`src/rtl/fetch_unit_pkg.sv`:
```
// Shared definitions for the instruction fetch stage: FSM state encoding,
// bubble instruction and sequential PC arithmetic.
package fetch_unit_pkg;

    typedef enum logic [1:0] {
        FETCH   = 2'd0,
        HOLD    = 2'd1,
        DISCARD = 2'd2
    } fetch_state_t;

    // sll $0,$0,0
    localparam logic [31:0] NOP_INSTRUCTION = 32'h0000_0000;
    localparam logic [31:0] PC_STEP         = 32'd4;

    function automatic logic [31:0] next_seq_pc(input logic [31:0] pc);
        return pc + PC_STEP;
    endfunction

endpackage

```
`src/rtl/fetch_unit_if_id.sv`:
```
// IF/ID pipeline register: holds when disabled, loads a bubble on clear.
module if_id_register
    import fetch_unit_pkg::*;
#(
    parameter logic [31:0] NOP_INSTR = NOP_INSTRUCTION
) (
    input  logic        clk,
    input  logic        reset_n,
    input  logic        enable,
    input  logic        clear,
    input  logic [31:0] instr_d,
    input  logic [31:0] pc_plus4_d,
    output logic [31:0] instr_q,
    output logic [31:0] pc_plus4_q,
    output logic        valid_q
);

    // Pipeline register with synchronous reset, hold and bubble insertion.
    always_ff @(posedge clk) begin
        if (!reset_n) begin
            instr_q    <= NOP_INSTR;
            pc_plus4_q <= 32'h0000_0000;
            valid_q    <= 1'b0;
        end else if (enable) begin
            if (clear) begin
                instr_q    <= NOP_INSTR;
                pc_plus4_q <= 32'h0000_0000;
                valid_q    <= 1'b0;
            end else begin
                instr_q    <= instr_d;
                pc_plus4_q <= pc_plus4_d;
                valid_q    <= 1'b1;
            end
        end else begin
            instr_q    <= instr_q;
            pc_plus4_q <= pc_plus4_q;
            valid_q    <= valid_q;
        end
    end

endmodule

```
`src/rtl/fetch_unit.sv`:
```
// Instruction fetch stage: PC, request/ack FSM, hold buffer and IF/ID register.
// Build option DELAY_SLOT_EN delivers the instruction after a branch/jump.
module fetch_unit
    import fetch_unit_pkg::*;
#(
    parameter logic [31:0] RESET_PC  = 32'h0000_0000,
    parameter logic [31:0] NOP_INSTR = NOP_INSTRUCTION
) (
    input  logic        clk,
    input  logic        reset_n,
    input  logic        stall_fetch,
    input  logic        stall_decode,
    input  logic        pc_src_decode,
    input  logic        jump_decode,
    input  logic [31:0] branch_target_decode,
    input  logic [31:0] jump_target_decode,
    output logic        imem_req,
    output logic [31:0] imem_addr,
    input  logic        imem_ack,
    input  logic [31:0] imem_rdata,
    output logic [31:0] instruction_decode,
    output logic [31:0] pc_plus4_decode,
    output logic        valid_decode,
    output logic        imem_stall
);

    fetch_state_t state_r, state_next_s;
    logic [31:0]  pc_r, pc_next_s;
    logic [31:0]  hold_buf_r, hold_buf_next_s;
    logic [31:0]  discard_addr_r, discard_addr_next_s;
    logic         redirect_s;
    logic [31:0]  target_s;
    logic         deliver_s;
    logic [31:0]  deliver_instr_s;
    logic [31:0]  deliver_pc4_s;
    logic         bubble_s;

    // Redirect decode: a stalled decode stage must not steer fetch.
    always_comb begin
        redirect_s = (jump_decode | pc_src_decode) & ~stall_decode;
        if (jump_decode) begin
            target_s = jump_target_decode;
        end else begin
            target_s = branch_target_decode;
        end
    end

    // Next-state, next-PC and delivery selection.
    always_comb begin
        state_next_s        = state_r;
        pc_next_s           = pc_r;
        hold_buf_next_s     = hold_buf_r;
        discard_addr_next_s = discard_addr_r;
        deliver_s           = 1'b0;
        deliver_instr_s     = NOP_INSTR;
        deliver_pc4_s       = next_seq_pc(pc_r);
        case (state_r)
            FETCH: begin
                if (redirect_s) begin
                    pc_next_s = target_s;
`ifdef DELAY_SLOT_EN
                    if (imem_ack) begin
                        deliver_s       = 1'b1;
                        deliver_instr_s = imem_rdata;
                    end else begin
                        state_next_s        = DISCARD;
                        discard_addr_next_s = pc_r;
                    end
`else
                    if (imem_ack) begin
                        state_next_s = FETCH;
                    end else begin
                        state_next_s        = DISCARD;
                        discard_addr_next_s = pc_r;
                    end
`endif
                end else if (imem_ack) begin
                    if (stall_fetch) begin
                        hold_buf_next_s = imem_rdata;
                        state_next_s    = HOLD;
                    end else begin
                        deliver_s       = 1'b1;
                        deliver_instr_s = imem_rdata;
                        pc_next_s       = next_seq_pc(pc_r);
                    end
                end else begin
                    state_next_s = FETCH;
                end
            end
            HOLD: begin
                if (redirect_s) begin
                    pc_next_s       = target_s;
                    hold_buf_next_s = NOP_INSTR;
                    state_next_s    = FETCH;
`ifdef DELAY_SLOT_EN
                    deliver_s       = 1'b1;
                    deliver_instr_s = hold_buf_r;
`endif
                end else if (!stall_fetch) begin
                    deliver_s       = 1'b1;
                    deliver_instr_s = hold_buf_r;
                    pc_next_s       = next_seq_pc(pc_r);
                    state_next_s    = FETCH;
                end else begin
                    state_next_s = HOLD;
                end
            end
            DISCARD: begin
                // The outstanding request still targets the pre-redirect address.
                if (redirect_s) begin
                    pc_next_s = target_s;
                end else begin
                    pc_next_s = pc_r;
                end
                if (imem_ack) begin
                    state_next_s = FETCH;
`ifdef DELAY_SLOT_EN
                    deliver_s       = 1'b1;
                    deliver_instr_s = imem_rdata;
                    deliver_pc4_s   = next_seq_pc(discard_addr_r);
`endif
                end else begin
                    state_next_s = DISCARD;
                end
            end
            default: begin
                state_next_s = FETCH;
            end
        endcase
    end

    // Redirect squashes any delivery unless the delay slot is architected.
    always_comb begin
`ifdef DELAY_SLOT_EN
        bubble_s = ~deliver_s;
`else
        bubble_s = ~deliver_s | redirect_s;
`endif
    end

    // Fetch state registers with synchronous active-low reset.
    always_ff @(posedge clk) begin
        if (!reset_n) begin
            state_r        <= FETCH;
            pc_r           <= RESET_PC;
            hold_buf_r     <= 32'h0000_0000;
            discard_addr_r <= RESET_PC;
        end else begin
            state_r        <= state_next_s;
            pc_r           <= pc_next_s;
            hold_buf_r     <= hold_buf_next_s;
            discard_addr_r <= discard_addr_next_s;
        end
    end

    // Memory request interface, quiet while reset is held.
    always_comb begin
        if (!reset_n) begin
            imem_req   = 1'b0;
            imem_addr  = RESET_PC;
            imem_stall = 1'b1;
        end else begin
            imem_req   = (state_r == FETCH) | (state_r == DISCARD);
            imem_stall = ((state_r == FETCH) & ~imem_ack) | (state_r == DISCARD);
            if (state_r == DISCARD) begin
                imem_addr = discard_addr_r;
            end else begin
                imem_addr = pc_r;
            end
        end
    end

    if_id_register #(
        .NOP_INSTR (NOP_INSTR)
    ) u_if_id (
        .clk        (clk),
        .reset_n    (reset_n),
        .enable     (~stall_decode),
        .clear      (bubble_s),
        .instr_d    (deliver_instr_s),
        .pc_plus4_d (deliver_pc4_s),
        .instr_q    (instruction_decode),
        .pc_plus4_q (pc_plus4_decode),
        .valid_q    (valid_decode)
    );

endmodule
```
`config.mk`:
```
export PLATFORM = sky130hd
export DESIGN_NAME = fetch_unit
export DESIGN_NICKNAME = d
export VERILOG_FILES = /design/src/rtl/fetch_unit_pkg.sv /design/src/rtl/fetch_unit_if_id.sv /design/src/rtl/fetch_unit.sv
export SDC_FILE = /design/constraint.sdc
export NUM_CORES = 1
export LEC_CHECK = 0
export ABC_AREA = 1
export CAP_MARGIN = 30
export CORE_MARGIN = 5
export CORE_UTILIZATION = 48
export DETAILED_ROUTE_END_ITERATION = 10
export DONT_BUFFER_PORTS = 1
export PLACE_DENSITY = 0.67
export SYNTH_ARGS = -nofsm -noshare
export SYNTH_HDL_FRONTEND = slang
export SYNTH_SLANG_ARGS = --single-unit
export TNS_END_PERCENT = 30
```
`constraint.sdc`:
```
create_clock -name clk -period 2.54 [get_ports clk]
set_input_delay 0.635 -clock clk [delete_from_list [all_inputs] [get_ports clk]]
set_output_delay 0.635 -clock clk [all_outputs]
set_load 0.005 [all_outputs]
```
# Word level (Yosys, flattened, before mapping)
# Cells that the tools add are included.
[classes]
addsub = 1
n_eq_ne = 9
muxes = 37
bitwise = 9
reduce_logical = 6
[op_table]
columns = ["op", "n"]
rows = [
  ["$mux 32", 19],
  ["$pmux 32 s2", 2],
  ["$pmux 32 s3", 1],
  ["$add 32x3->32 const B", 1],
  ["$ne 2x2->1 const B", 5],
  ["$mux 1", 9],
  ["$mux 2", 4],
  ["$pmux 2 s3", 1],
  ["$reduce_and 3->1", 2],
  ["$reduce_and 5->1", 1],
  ["$ne 4x4->1 const B", 1],
  ["$or 1x1->1", 4],
  ["$ne 3x3->1 const B", 1],
  ["$not 1->1", 3],
  ["$reduce_bool 3->1", 1],
  ["$and 1x1->1", 2],
  ["$eq 2x1->1 const B", 1],
  ["$eq 2x2->1 const B", 1],
  ["$logic_not 2->1", 1],
  ["$pmux 1 s2", 1],
  ["$reduce_bool 2->1", 1],
]
[totals]
regBits = 163
output_inout_bits = 99
word_cells = 69

# Longest topological paths before layout
[depth]
ltp_word = 7
mapped_depth = 10
mapped_depth_nobuf = 10

# Modules after synthesis
# A second synthesis with hierarchy kept.
[unflattened]
hier_cells = 1209
hier_area_um2 = 8272.9
[modules_own_cells]
columns = ["mod", "instances", "cells_each", "area_each_um2", "seq_area_each_um2"]
rows = [
  ["fetch_unit", 1, 918, 5876.9, 1961.9],
  ["if_id_register", 1, 291, 2396.0, 1301.2],
]

# Worst setup path before layout
# Ideal clock, no wire load.
[synth_path]
path_kind = "in2out"
start = "input reset_n"
end = "output imem_addr[0]"
t_arrival_ns = 1.357
t_required_ns = 1.905
slack_ns = 0.548
cell_stages = 4
n_path_buf = 2
cell_sequence = "clkbuf_1 > clkbuf_1 > o21ai_0 > a21oi_1"
[synth_between]
elab_chain_cells = 1
[synth_rtl]
columns = ["element", "line", "rtl"]
rows = [
  ["start: declaration", "fetch_unit.sv:10", "input logic reset_n,"],
  ["$mux 32", "fetch_unit.sv:158", "if (!reset_n) begin"],
  ["end: declaration", "fetch_unit.sv:18", "output logic [31:0] imem_addr,"],
]
# No other way between the ends.

# Final worst setup path
[layout_path]
start = "register state_r[0]"
end = "output imem_addr[11]"
[layout_between]
elab_chain_cells = 3
[layout_rtl]
columns = ["element", "line", "rtl"]
rows = [
  ["start: declaration", "fetch_unit.sv:27", "fetch_state_t state_r, state_next_s;"],
  ["start signal: assignment", "fetch_unit.sv:149", "state_r <= state_next_s;"],
  ["$eq 2x2->1", "fetch_unit.sv:165", "if (state_r == DISCARD) begin"],
  ["$mux 32", "fetch_unit.sv:165", ""],
  ["$mux 32", "fetch_unit.sv:158", ""],
]
# No other way between the ends.

==> impl_metrics.yaml <==
clocking:
  clkLatencyLatePin_ns: 0.42
  clockBufferDepth: 2
  cts_tree: "yes"
  cts_setup_buffers: 0
  cts_buffers: 17
  clk_pin_slew_worst_paths_ns: 0.06
  cts_root_buffer: "clkbuf_16"
  cts_max_level: 4
  cts.sinks: 163
critical_path:
  arrival_ns: 1.72
  reg2reg_from: "state_r[0]"
  crit_required_ns: 1.90
  r2r_cells: 8
  startpoint: "state_r[0]"
  critPathKind: "reg -> out"
  r2r-end: "pc_r[10]"
  crit_fanout: 33
  r2r_slack_ns: 0.49
  crit_path_start_kind: "register"
  end_kind: "output pin"
placement:
  place.gp.congestion: 0.997
  portBuffers: 0
  dp_cells: 1527
  dp_slack_ns: 0.442
  placed_cell_area_mm2: 0.00867
  dp_hpwl_um: 18500
grt:
  grt_pass1_vias: 7632
  gr-usage-all-layers: 0.252
  grt_antenna_before_repair: 1
  grt_max_degree: 130
  grt_overflow: 0
  grt_pass1_wl_um: 40800
pwr:
  internal_power_w: 0.00462
  sw_frac_of_total: 0.283
  p_per_area_mw_per_mm2: 693
  max-vdd-ir-drop_v: 0.000494
  p_clk_frac: 0.417
  p_seq_frac: 0.438
  p_leak_nw: 3.96
  power_frac_comb: 0.144
  p_sw_w: 0.00183
timing:
  setup_tns_ns: 0
  hold_viol: 0
  tightestPinTransition_ns: 0.774
  skew_ns: 0.0102
  slew_violations: 0
  clock.fmax_mhz: 424
  worst_slack_ns: 0.182
  finalSetupViolations: 0
  rsz0062_at_grt: "no"
  period_needed_ns: 2.36
  max_slew_margin: 0.483
  period_share: 0.928
routing:
  dr_total_vias: 8303
  drt-initial-drc-count: 644
  drt.antenna.violating_nets: 0
  drt_first_pass_iters: 6
  vias_per_cell: 5.32
  post_drt_wl_per_cell_um: 17.1
  routed_wirelength_um: 26600
  drc: 0
cells_and_area:
  multiInputGateArea_mm2: 0.00429
  final_cell_count_no_fill: 1561
  drive_above_1_share: 0.0599
  nets: 1426
  n_fill_cell: 1832
  stdcell_area_mm2: 0.00931
  syn2layout_area_growth_pct: 10.2
  regArea_mm2: 0.00326
min_path:
  hold_class: "in -> reg"
  min_path_cells: 1
  holdPathEnd: "state_r[1]"
  worst_hold_startpoint: "imem_ack"
synthesis:
  synth_nets: 1460
  syn_area_per_cell_um2: 6.23
  synth_ff_type: "dfxtp_1"
  ys_top_cells_by_count: "nand2_1, a21oi_1, dfxtp_1"
  synth_edf_count: 0
  yosysMostFrequentCell: "nand2_1"
  async_reset_ff_frac: 0
  ys_warn_count: 0
  synth-seq-cells: 163
  synth.area.top_cells: "dfxtp_1, nand2_1, a21oi_1"
  synth.largest_area_cell: "dfxtp_1"
  synth_cell_types: 32
  netlist_instances: 1356
  syn_area_mm2: 0.00845
  ys_seq_area_frac: 0.386
  yosysTopAreaCellShare: 0.386
flow_run:
  maxCapViolations: 0
die:
  chipHeight_um: 143
  initial_utilization: 0.489
  die_w_um: 143
  coreArea_mm2: 0.0173
  die_area_mm2: 0.0204
  io_pins: 202
  rows: 48
outcome:
  outcome: "complete, no violations"
state kept, by name, indices dropped and copies added, names as in the netlist:
| name | flops |
|---|---|
| hold_buf_r | 32 |
| discard_addr_r | 32 |
| u_if_id.valid_q | 1 |
| u_if_id.instr_q | 32 |
| state_r | 2 |
| pc_r | 32 |
| u_if_id.pc_plus4_q | 32 |
critical path: stages (launching register included):
cell and delay (ns):
dfxtp_1 0.43, nor2_2 0.09, inv_2 0.13, buf_12 0.20, o21ai_0 0.09, a21oi_1 0.20, buf_4 0.15
logic make-up after synthesis:
logic type,after synthesis,synth area share
and+or+nand+nor,644,0.304
AOI/OAI and AO/OA,299,0.186
buffers and inverters,235,0.108
DFF,163,0.386
xor gates and xnor gates,14,0.0145
adders and majority gates,1,0.00148
worst max path at each step:
stage	depth (start not counted)	slack, ns	end
after CTS	6	0.07	imem_addr[11]
after detailed placement	7	0.44	discard_addr_r[26]
after global routing	7	0.06	imem_addr[10]
after floorplan	4	0.55	imem_addr[0]
after global placement	7	0.46	discard_addr_r[27]
final	6	0.18	imem_addr[11]
cells in the final DEF (no fill, tap or decap), types with 3 or more instances in the layout:
cell type / n
nand2_1: 442
a21oi_1: 177
dfxtp_1: 162
inv_1: 143
nor2_1: 126
o21ai_0: 81
o22ai_1: 32
nand4_1: 32
buf_4: 28
nand3_1: 27
clkbuf_16: 18
xor2_1: 14
inv_2: 6
nor3_1: 4
or2_1: 4
bufinv_16: 3
clkinv_2: 3
clkinvlp_4: 3
cell type report:
class | count | share of cell area
Multi-Input combinational cell | 958 | 0.460
Sequential cell | 163 | 0.351
Inverter | 150 | 0.0605
Clock buffer | 20 | 0.0490
Timing Repair Buffer | 32 | 0.0325
Tap cell | 225 | 0.0302
Clock inverter | 12 | 0.0165
Antenna cell | 1 | 0.000269
power by group through the flow:
stage | sequential, W | combinational, W | clock, W
after floorplan | 0.00284 | 0.000726 | 0
after global placement | 0.00288 | 0.000908 | 0
after detailed placement | 0.00288 | 0.000920 | 0
after CTS | 0.00282 | 0.000926 | 0.00272
after global routing | 0.00284 | 0.00106 | 0.00283
final | 0.00283 | 0.000931 | 0.00269
metal layers:
metal	up-vias	wire length, um	GRT usage
met4	0	839	0.0895
met1	3695	11400	0.328
met5	-	0	0
li1	4248	-	-
met3	56	2060	0.0610
met2	304	12300	0.408
metrics by stage:
step	hold slack [ns]	utilization	total power, W
final	0.280	0.538	0.00645
after global routing	0.274	0.538	0.00674
after CTS	0.274	0.537	0.00647
after detailed placement	0.475	0.501	0.00380
after global placement	0.471	0.500	0.00379
after floorplan	0.439	-	0.00357
timing repair:
action,in CTS,in global routing
hold buffers,0,0
gates resized for setup,0,3
endpoints found under the setup margin,0,17
Note: power is estimated with default switching activity, not from simulation.
